File: src/rtl/hazard_stall_ctrl.sv
// Pipeline interlock: tracks in-flight register writes in a shift-register
// scoreboard and drives stallb_en (1 = advance, 0 = freeze) for the stall
// clock gating unit. Fetch freezes on a RAW hazard, for the length of a
// multi-cycle op, and while an external stall request is pending.
module hazard_stall_ctrl #(
  parameter int REG_AW     = 4,
  parameter int PIPE_DEPTH = 3,
  parameter int MC_CYCLES  = 4
) (
  input  logic              clk_in,
  input  logic              rst,
  input  logic              instr_valid,
  input  logic [REG_AW-1:0] rs1_addr,
  input  logic              rs1_used,
  input  logic [REG_AW-1:0] rs2_addr,
  input  logic              rs2_used,
  input  logic [REG_AW-1:0] rd_addr,
  input  logic              rd_we,
  input  logic              mc_op,
  input  logic              ext_stall_req,
  output logic              stallb_en,
  output logic              hazard,
  output logic [7:0]        stall_cnt,
  output logic [1:0]        state
);

  localparam int CW = $clog2(MC_CYCLES) + 1;
  localparam logic [CW-1:0] MC_LOAD = CW'(MC_CYCLES - 1);

  typedef enum logic [1:0] {
    ST_RUN = 2'd0,
    ST_HAZ = 2'd1,
    ST_MC  = 2'd2,
    ST_EXT = 2'd3
  } state_t;

  state_t              state_q, state_d;
  logic [CW-1:0]       mc_cnt_q, mc_cnt_d;
  logic [7:0]          stall_cnt_q, stall_cnt_d;
  logic [PIPE_DEPTH-1:0] sb_v_q, sb_v_d;
  logic [REG_AW-1:0]   sb_addr_q [PIPE_DEPTH];
  logic [REG_AW-1:0]   sb_addr_d [PIPE_DEPTH];
  logic [PIPE_DEPTH-1:0] hit1, hit2;
  logic                haz;
  logic                stall_en;
  logic                issue;

  // Per-slot address compare; an entry blocks readers until it shifts out.
  for (genvar gi = 0; gi < PIPE_DEPTH; gi++) begin : g_match
    assign hit1[gi] = sb_v_q[gi] && (sb_addr_q[gi] == rs1_addr);
    assign hit2[gi] = sb_v_q[gi] && (sb_addr_q[gi] == rs2_addr);
  end

  // r0 never creates a dependency.
  assign haz = (rs1_used && (rs1_addr != '0) && (|hit1)) ||
               (rs2_used && (rs2_addr != '0) && (|hit2));

  // Slot 0 takes the issuing write (or a bubble); older slots shift down.
  assign sb_v_d[0]    = issue && rd_we && (rd_addr != '0);
  assign sb_addr_d[0] = rd_addr;
  for (genvar gi = 1; gi < PIPE_DEPTH; gi++) begin : g_shift
    assign sb_v_d[gi]    = sb_v_q[gi-1];
    assign sb_addr_d[gi] = sb_addr_q[gi-1];
  end

  // Advance enable from registered state plus current decode inputs.
  always_comb begin
    stall_en = 1'b0;
    if (rst) begin
      case (state_q)
        ST_RUN:  stall_en = !ext_stall_req && !(instr_valid && haz);
        ST_HAZ:  stall_en = !haz;
        default: stall_en = 1'b0;
      endcase
    end
  end

  assign issue = instr_valid && stall_en;

  // Next-state logic; external stall beats hazard, hazard beats multi-cycle.
  always_comb begin
    state_d  = state_q;
    mc_cnt_d = mc_cnt_q;
    case (state_q)
      ST_RUN: begin
        if (ext_stall_req) begin
          state_d = ST_EXT;
        end else if (instr_valid && haz) begin
          state_d = ST_HAZ;
        end else if (issue && mc_op) begin
          state_d  = ST_MC;
          mc_cnt_d = MC_LOAD;
        end
      end
      ST_HAZ: begin
        if (!haz) begin
          if (issue && mc_op) begin
            state_d  = ST_MC;
            mc_cnt_d = MC_LOAD;
          end else begin
            state_d = ST_RUN;
          end
        end
      end
      ST_MC: begin
        mc_cnt_d = mc_cnt_q - CW'(1);
        if (mc_cnt_q == CW'(1)) begin
          state_d = ST_RUN;
        end
      end
      default: begin
        if (!ext_stall_req) begin
          state_d = ST_RUN;
        end
      end
    endcase
  end

  // Saturating count of frozen cycles.
  always_comb begin
    stall_cnt_d = stall_cnt_q;
    if (!stall_en && (stall_cnt_q != 8'hFF)) begin
      stall_cnt_d = stall_cnt_q + 8'd1;
    end
  end

  // Control state registers; reset abandons any stall in progress.
  always_ff @(posedge clk_in) begin
    if (!rst) begin
      state_q     <= ST_RUN;
      mc_cnt_q    <= '0;
      stall_cnt_q <= '0;
    end else begin
      state_q     <= state_d;
      mc_cnt_q    <= mc_cnt_d;
      stall_cnt_q <= stall_cnt_d;
    end
  end

  // Scoreboard shift register, cleared on reset.
  always_ff @(posedge clk_in) begin
    if (!rst) begin
      sb_v_q <= '0;
      for (int i = 0; i < PIPE_DEPTH; i++) begin
        sb_addr_q[i] <= '0;
      end
    end else begin
      sb_v_q <= sb_v_d;
      for (int i = 0; i < PIPE_DEPTH; i++) begin
        sb_addr_q[i] <= sb_addr_d[i];
      end
    end
  end

  assign stallb_en = stall_en;
  assign hazard    = rst && (state_q == ST_HAZ);
  assign stall_cnt = stall_cnt_q;
  assign state     = state_q;

endmodule

File: config.mk
export PLATFORM = sky130hd
export DESIGN_NAME = hazard_stall_ctrl
export DESIGN_NICKNAME = d
export VERILOG_FILES = /design/src/rtl/hazard_stall_ctrl.sv
export SDC_FILE = /design/constraint.sdc
export NUM_CORES = 1
export LEC_CHECK = 0
export CAP_MARGIN = 25
export CELL_PAD_IN_SITES_DETAIL_PLACEMENT = 1
export CELL_PAD_IN_SITES_GLOBAL_PLACEMENT = 2
export CORE_ASPECT_RATIO = 1.2
export CORE_MARGIN = 3
export CORE_UTILIZATION = 30
export DETAILED_ROUTE_END_ITERATION = 6
export PLACE_DENSITY = 0.8
export SYNTH_ARGS = -nofsm -noshare
export SYNTH_HDL_FRONTEND = slang
export SYNTH_SLANG_ARGS = --single-unit
File: constraint.sdc
create_clock -name clk_in -period 2.4 [get_ports clk_in]
set_input_delay 0.36 -clock clk_in [delete_from_list [all_inputs] [get_ports clk_in]]
set_output_delay 0.36 -clock clk_in [all_outputs]
set_load 0.05 [all_outputs]
# --- Word level (Yosys, flattened, before mapping) ---
# Memories as Yosys holds them, arrays and structs flattened.
# Cells that the tools add are included.
totals:
  register_bits: 16
  ramBits: 12
  input_bits: 20
  wordCells: 78
  n_memories: 1
classes:
  add_sub_neg: 2
  eq_ne: 16
  n_mux: 20
  bitwise_logic: 3
  n_reduce_logical: 32
mem_list:
  columns: ["memory", "depth", "word_bits", "rd", "rd_ports_with_merged_regs", "wr", "line_no", "text"]
  rows:
  - ["sb_addr_q", 3, 4, 3, 0, 3, "41", "logic [REG_AW-1:0] sb_addr_q [PIPE_DEPTH];"]
ops:
  columns: ["op", "n"]
  rows:
  - ["equality test 4 bit", 6]
  - ["logical AND 1 bit", 18]
  - ["two-way mux 2 bit", 7]
  - ["two-way mux 3 bit", 4]
  - ["two-way mux 4 bit", 3]
  - ["nonzero test 4 bit", 3]
  - ["one-hot mux 3 bit (3 select lines)", 1]
  - ["adder 8 x 1 -> 8 bit (second input constant)", 1]
  - ["!= test 2 bit (second input constant)", 4]
  - ["!= test 8 bit (second input constant)", 1]
  - ["AND reduction 4 bit", 2]
  - ["one-hot mux 2 bit (3 select lines)", 1]
  - ["OR reduction 3 bit", 2]
  - ["zero test 1 bit", 4]
  - ["!= test 4 x 1 -> 1 bit (second input constant)", 1]
  - ["!= test 4 bit (second input constant)", 1]
  - ["equality test 3 x 1 -> 1 bit (second input constant)", 1]
  - ["two-way mux 1 bit", 3]
  - ["bitwise OR 1 bit", 3]
  - ["nonzero test 3 bit", 1]
  - ["subtractor 3 x 1 -> 3 bit (second input constant)", 1]
  - ["equality test 2 x 1 -> 1 bit (second input constant)", 1]
  - ["equality test 2 bit (second input constant)", 1]
  - ["zero test 2 bit", 1]
  - ["other kinds (2)", 2]

# --- Depth between registers and ports, before layout ---
# Gate-level depths: netlist of the first run.
logic_depth:
  ltp_word: 16
  depth_mapped: 7
  ltp_nobuf: 7

# --- Least setup slack after synthesis of the first run ---
# No wires, ideal clock.
synth_timing:
  kind: "input port to output port"
  startpoint: "input rs1_addr[1]"
  endpoint: "output stallb_en"
  arrival_time_ps: 1777
  required_ps: 2040
  setup_slack_ps: 263
  path_stages: 6
  cell_sequence: "o41a_1 > nand3_2 > nor4_2 > nor4b_4 > nand2_1 > nand2_1"
synth_via:
  elab_chain_cells: 10
synth_lines:
  columns: ["element", "line_no", "text"]
  rows:
  - ["start: declaration", "13", "input logic [REG_AW-1:0] rs1_addr,"]
  - ["equality test 4 bit", "50", "assign hit1[gi] = sb_v_q[gi] && (sb_addr_q[gi] == rs1_addr);"]
  - ["logical AND 1 bit", "50", null]
  - ["OR reduction 3 bit", "55", "assign haz = (rs1_used && (rs1_addr != '0) && (|hit1)) ||"]
  - ["logical AND 1 bit *", "55", null]
  - ["logical OR 1 bit *", "55", null]
  - ["logical AND 1 bit", "71", "ST_RUN: stall_en = !ext_stall_req && !(instr_valid && haz);"]
  - ["zero test 1 bit", "71", null]
  - ["logical AND 1 bit", "71", null]
  - ["one-hot mux 1 bit (2 select lines) *", "70", "case (state_q)"]
  - ["two-way mux 1 bit *", "69", "if (rst) begin"]
  - ["end: declaration", "21", "output logic stallb_en,"]
# Every way passes the cells marked *; elsewhere a longest branch is shown, timed or not.

# --- Worst setup path after layout of the first run ---
layout_timing:
  startpoint: "input rs1_addr[0]"
  endpoint: "output stallb_en"
# Same word-level chain as after synthesis.

==> results.toml, run 1 <==
[outcome]
status = "completed"

[critical_path]
r2r_slack_ns = 0.35
endpoint_kind = "primary output"
crit_chain = "dlygate4sd2_1 > o41a_1 > nand3_2 > nor4_4 > nor4b_4 > nand2_1 > nand2_2 > buf_12"
worstSetupStartpointType = "input pin"
crit_fanout = 4
worstSetupPathType = "in2out"
crit_required_ns = 2.04
r2r_end = "stall_cnt[3]$_SDFFE_PN0P_"
reg2reg_depth = 8
crit_family = "simple AND/OR/NAND/NOR gates"
r2r_start = "sb_addr_q[0][9]$_SDFF_PN0_"
cp_slowest_cell = "o41a_1"
cp_num_buf_inv = 2
worst_ep_arrival_time_ns = 1.92
slowest_delay_ns = 0.47

[logic_synthesis]
syn-num-nets = 183
synth_area_um2 = 1510
synth_warnings = 0
yosys_register_bits = 28
yosys.cell_types.count = 40
syn_inst = 160
synth_area_leaders = "dfxtp_1 37%, xnor2_1 7.6%, xor2_1 7.0%"
yosysTopAreaCell = "dfxtp_1"
synth_edf_count = 0
netlist_top_cells_count = "28 x dfxtp_1, 14 x and2_1, 13 x xnor2_1"
synth.most_common_cell = "dfxtp_1"
yosysSeqAreaShare_pct = 37.2
async_flop_share_pct = 0
avgSynthCellArea_um2 = 9.41
synth-main-ff-cell = "dfxtp_1"
yosys.area.top_type_share_pct = 37.2

[job]
drv_cap = 0

[global_routing]
overflow = 0
grt_max_degree = 26
first_global_vias = 1500
grt_usage_pct = 14.8
antenna_found_initial = 0
grt_pass1_wl_um = 7040

[timing]
rsz0062_at_grt = "yes"
tightest_slew_ns = 0.508
finalHoldViolations = 0
min_period_over_period_pct = 95.1
finalSetupViolCount = 0
slew_headroom_pct = 66.1
fin_skew_ns = 0.00432
max_freq_ghz = 0.438
report.final.slew_viol_count = 0
period_needed_ns = 2.28

[drt]
drc_errors = 0
detail_route.iter0.violations = 21
vias = 1354
via_per_inst = 5.07
antenna_left = 0
drtPass1Iterations = 4
routedWlPerCell_um = 16.1
wirelength_um = 4310

[worst_hold_path]
min_path_cells = 1
hold_end = "mc_cnt_q[1]$_SDFFE_PN0P_"
hold_path_class = "reg2reg"
hold_start = "mc_cnt_q[1]$_SDFFE_PN0P_"

[floorplanning]
dieArea_um2 = 5910
start_util_pct = 31.8
fp.dieW_um = 70.7
die_h_um = 83.6
fp.coreArea_um2 = 4730
rows = 27
pin_count = 32

[cells_and_area]
nNetsFinal = 233
fin_util_pct = 45.1
fin_cells = 267
design_area_um2 = 2130
diodes = 0
synthToLayoutAreaGrowth_pct = 41.8
drive_gt1_share_pct = 18.2

[cts]
holdBufCountCts = 0
cts_sinks = 28
cts_buffers = 3
cts_tree = "done"
cts_max_path_buffers = 2
clk_pin_slew_ns = 0.10
clock_latency_ns = 0.28
cts-root-buf = "clkbuf_8"
htreeDepth = 1

[power]
combPwrFrac_pct = 30.2
power_density_nw_per_um2 = 626
p_int_uw = 909
p_seq_share_pct = 41.4
p_sw_uw = 428
p_leak_uw = 0.000847
swShare_pct = 32.0
ir_worst_vdd_mv = 0.294
p_clk_share_pct = 28.4

[placed_design]
placed_area_um2 = 2010
gp_congestion = 0.889
placed_cells_incl_taps = 261
portBuffers = 31
hpwl_um = 3400
[layer usage]
layer	track usage (%)	vias up	routed length, µm
li1	-	667	-
met1	15.4	652	1700
met2	29.3	27	2420
met3	2.41	8	113
met4	4.44	0	77
met5	0	-	0
[power groups by stage]
stage	logic [µW]	clock network, µW	registers [µW]
after global routing	434	407	559
after floorplan	181	0	611
after detailed placement	398	0	563
after CTS	403	387	553
final	403	380	553
after global placement	382	0	560
[cell type report]
| class | instances | area (µm²) |
|---|---|---|
| Fill cell | 535 | 2590 |
| Sequential cell | 28 | 561 |
| Clock buffer | 3 | 41.3 |
| Timing Repair Buffer | 47 | 440 |
| Multi-Input combinational cell | 125 | 971 |
| Inverter | 5 | 18.8 |
| Tap cell | 58 | 72.6 |
| Clock inverter | 1 | 30.0 |
[worst max-delay path by stage]
stage,from,end,slack [ns],depth (start not counted)
6_report,rs1_addr[0],stallb_en,0.12,8
5_1_grt,rs2_used,stall_cnt[3]$_SDFFE_PN0P_,-0.04,10
4_1_cts,rs2_used,stall_cnt[3]$_SDFFE_PN0P_,0.03,10
3_5_place_dp,rs2_addr[2],stall_cnt[3]$_SDFFE_PN0P_,-0.30,9
3_3_place_gp,rs2_addr[2],stall_cnt[3]$_SDFFE_PN0P_,-0.21,9
2_1_floorplan,rs1_addr[1],stallb_en,0.26,6
[per-stage QoR]
step                      setup slack [ns]  hold slack [ns]  TNS (ns)  total power, µW
after floorplan                      0.263            0.439         0              792
after global placement              -0.215            0.447     -1.46              942
after detailed placement            -0.303            0.472     -2.27              961
after CTS                           0.0289            0.495         0             1340
after global routing               -0.0373            0.507   -0.0373             1400
final                                0.117            0.486         0             1340
[cell usage in the layout, fill, tap and decap left out, drive strengths merged, types with 4 or more instances in the layout]
cell type and instances:
mux2i 4, inv 5, nor4 7, nand2b 5, and2 14, xor2 12, dlygate4sd2 8, nand3 11
clkdlybuf4s50 21, a21oi 8, xnor2 13, nor2 4, nand2 12, dfxtp 28, buf 18
[state kept, by name, summed over array words and instances (netlist names)]
register,count
sb_addr_q,12
stall_cnt,8
mc_cnt_q,3
sb_v_q,3
state,2
[cell families after synthesis]
kind of cell / count (synthesis) / share of synthesized area (%)
AND/OR/NAND/NOR: 68 / 29.6
flip-flops: 28 / 37.2
AO/OA/AOI/OAI: 25 / 11.7
XOR/XNOR: 25 / 14.5
buffers and inverters: 7 / 1.75
multiplexers: 4 / 2.66
adder cells (fa/ha/maj): 3 / 2.49
[repair_timing]
item	in CTS	in global routing
pin swaps	11	4
setup buffers	2	0
setup endpoints to repair	2	5
resized for setup	13	3
(Power assumes the default switching activity.)
==> run 2: changes to the inputs <==
CAP_MARGIN = 20   (was 25)
CORE_UTILIZATION = 27   (was 30)
PLACE_DENSITY = 0.77   (was 0.8)
TNS_END_PERCENT = 5   (was not set)
clock period = 1.9 ns   (was 2.4 ns; I/O delays follow)
==> run 2 against run 1 <==
  * The flow now finishes with violations (negative setup slack)
  * Via count increased by 2.6%
  * Non-clock buffer count grew 9
  * Flip-flop and latch count is the same
  * Final cell count up 4.9%
  * Clock skew decreased by 0.0024 ns
  * Largest power group unchanged
  * Design area rose by 11%
==> results.toml, run 2 (same netlist as run 1, synthesis figures left out) <==
[cells_and_area]
top_register = "sb_addr_q"
fillers = 590
synthToLayoutAreaGrowth_pct = 57.9
nNetsFinal = 242
multi_input_area_um2 = 1130
layout_commonest_cell = "buf_4"
diodes = 0
final_cell_mix = "26 x buf_4, 18 x dfxtp_1, 15 x clkdlybuf4s50_1, 14 x and2_1"
largest_reg_flops = 12
regArea_um2 = 573
drive_gt1_share_pct = 39.4
fin_util_pct = 44.6

[timing]
min_period_over_period_pct = 104
period_needed_ns = 1.97
finalHoldViolations = 0
tightest_slew_ns = 0.728
finalSetupViolCount = 2
setup-tns-final_ns = -0.102
slew_headroom_pct = 51.0
fin_skew_ns = 0.00194
rsz0062_at_grt = "yes"
max_freq_ghz = 0.507
report.final.slew_viol_count = 0
whs_ns = 0.505
setup_slack_ns = -0.0742

[cts]
cts_sinks = 28
cts_buffers = 3
htreeDepth = 1
cts_max_path_buffers = 2
cts_tree = "done"
cts-root-buf = "clkbuf_8"
clock_latency_ns = 0.27
clk_pin_slew_ns = 0.10
holdBufCountCts = 0

[global_routing]
overflow = 0
antenna_found_initial = 0
grt_usage_pct = 16.3
grt_pass1_wl_um = 8090
first_global_vias = 1642
grt_max_degree = 26

[job]
drv_cap = 0

[drt]
via_per_inst = 4.96
detail_route.iter0.violations = 41
vias = 1389
drc_errors = 0
routedWlPerCell_um = 17.4
drtPass1Iterations = 4
antenna_left = 0
wirelength_um = 4870

[floorplanning]
rows = 29
pin_count = 32
die_h_um = 87.8
fp.dieW_um = 74.2
fp.coreArea_um2 = 5330
dieArea_um2 = 6510
start_util_pct = 28.2

[critical_path]
cp_slowest_cell = "o41a_1"
crit_fanout = 3
endpoint_kind = "primary output"
crit_family = "simple AND/OR/NAND/NOR gates"
worstSetupStartpointType = "input pin"
worstSetupPathType = "in2out"
cp_num_buf_inv = 2
crit_chain = "buf_8 > o41a_1 > nand3_2 > nor4_4 > nor4b_4 > nand2_2 > nand2_2 > buf_12"
worst_ep_arrival_time_ns = 1.69
slowest_delay_ns = 0.49
crit_required_ns = 1.62
cp_common_cell = "nand2_2"

[worst_hold_path]
hold_path_class = "reg2reg"

[placed_design]
hpwl_um = 3670
dp_worst_setup_slack_ns = -0.697
gp_congestion = 0.875
portBuffers = 31

[power]
ir_worst_vdd_mv = 0.422
power_density_nw_per_um2 = 740
p_leak_uw = 0.000970

[outcome]
status = "finished, violations left"
violations = "negative setup slack"
-- run 2: layout make-up --
type | count | area share (%)
inverter | 5 | 0.789
tap | 62 | 3.26
timing repair buffer | 56 | 21.4
clock inverter | 1 | 1.26
multi-input combinational | 125 | 47.5
sequential | 28 | 24.1
clock buffer | 3 | 1.74
-- run 2: report_power, final --
group	total [µW]	internal [µW]	switching [µW]
combinational	579	267	313
clock	474	282	192
sequential	707	640	67.1
total	1760	1190	572
-- run 2: metal layers --
| metal | track usage (%) | vias up | share of wire [%] |
|---|---|---|---|
| met5 | 0 | - | 0 |
| met4 | 3.79 | 0 | 0.55 |
| met3 | 1.95 | 4 | 2.4 |
| met2 | 32.1 | 24 | 59 |
| met1 | 18.1 | 686 | 38 |
| li1 | - | 675 | - |
-- run 2: final timing paths --
check	to	slack, ns	depth (start not counted)	startpoint
worst max-delay path	stallb_en	-0.07	8	rs1_addr[0]
worst min register to register	stall_cnt[4]$_SDFFE_PN0P_	0.51	2	stall_cnt[4]$_SDFFE_PN0P_
worst max register to register	stall_cnt[5]$_SDFFE_PN0P_	0.03	7	sb_addr_q[0][5]$_SDFF_PN0_
worst min-delay path	stall_cnt[4]$_SDFFE_PN0P_	0.51	2	stall_cnt[4]$_SDFFE_PN0P_
-- run 2: metrics by stage --
step	power (µW)	std cells	cell area, µm²
floorplan	1000	160	1510
global placement	1200	272	2060
detailed placement	1230	272	2060
CTS	1750	280	2280
global route	1860	280	2380
finish	1760	280	2380
-- run 2: what timing repair did --
item | in CTS | in global routing
hold endpoints to repair | 0 | 0
setup endpoints to repair | 15 | 17
gates cloned | 0 | 0
pin swaps | 14 | 15
resized for setup | 53 | 29
setup buffers | 4 | 0
-- run 2: worst register-to-register path: stages (launching register included) --
cell     delay [ns]
dfxtp_2        0.36
xor2_1         0.20
nor4_4         0.33
nor3_2         0.10
buf_4          0.15
a21o_1         0.20
or3_1          0.33
a21oi_2        0.15
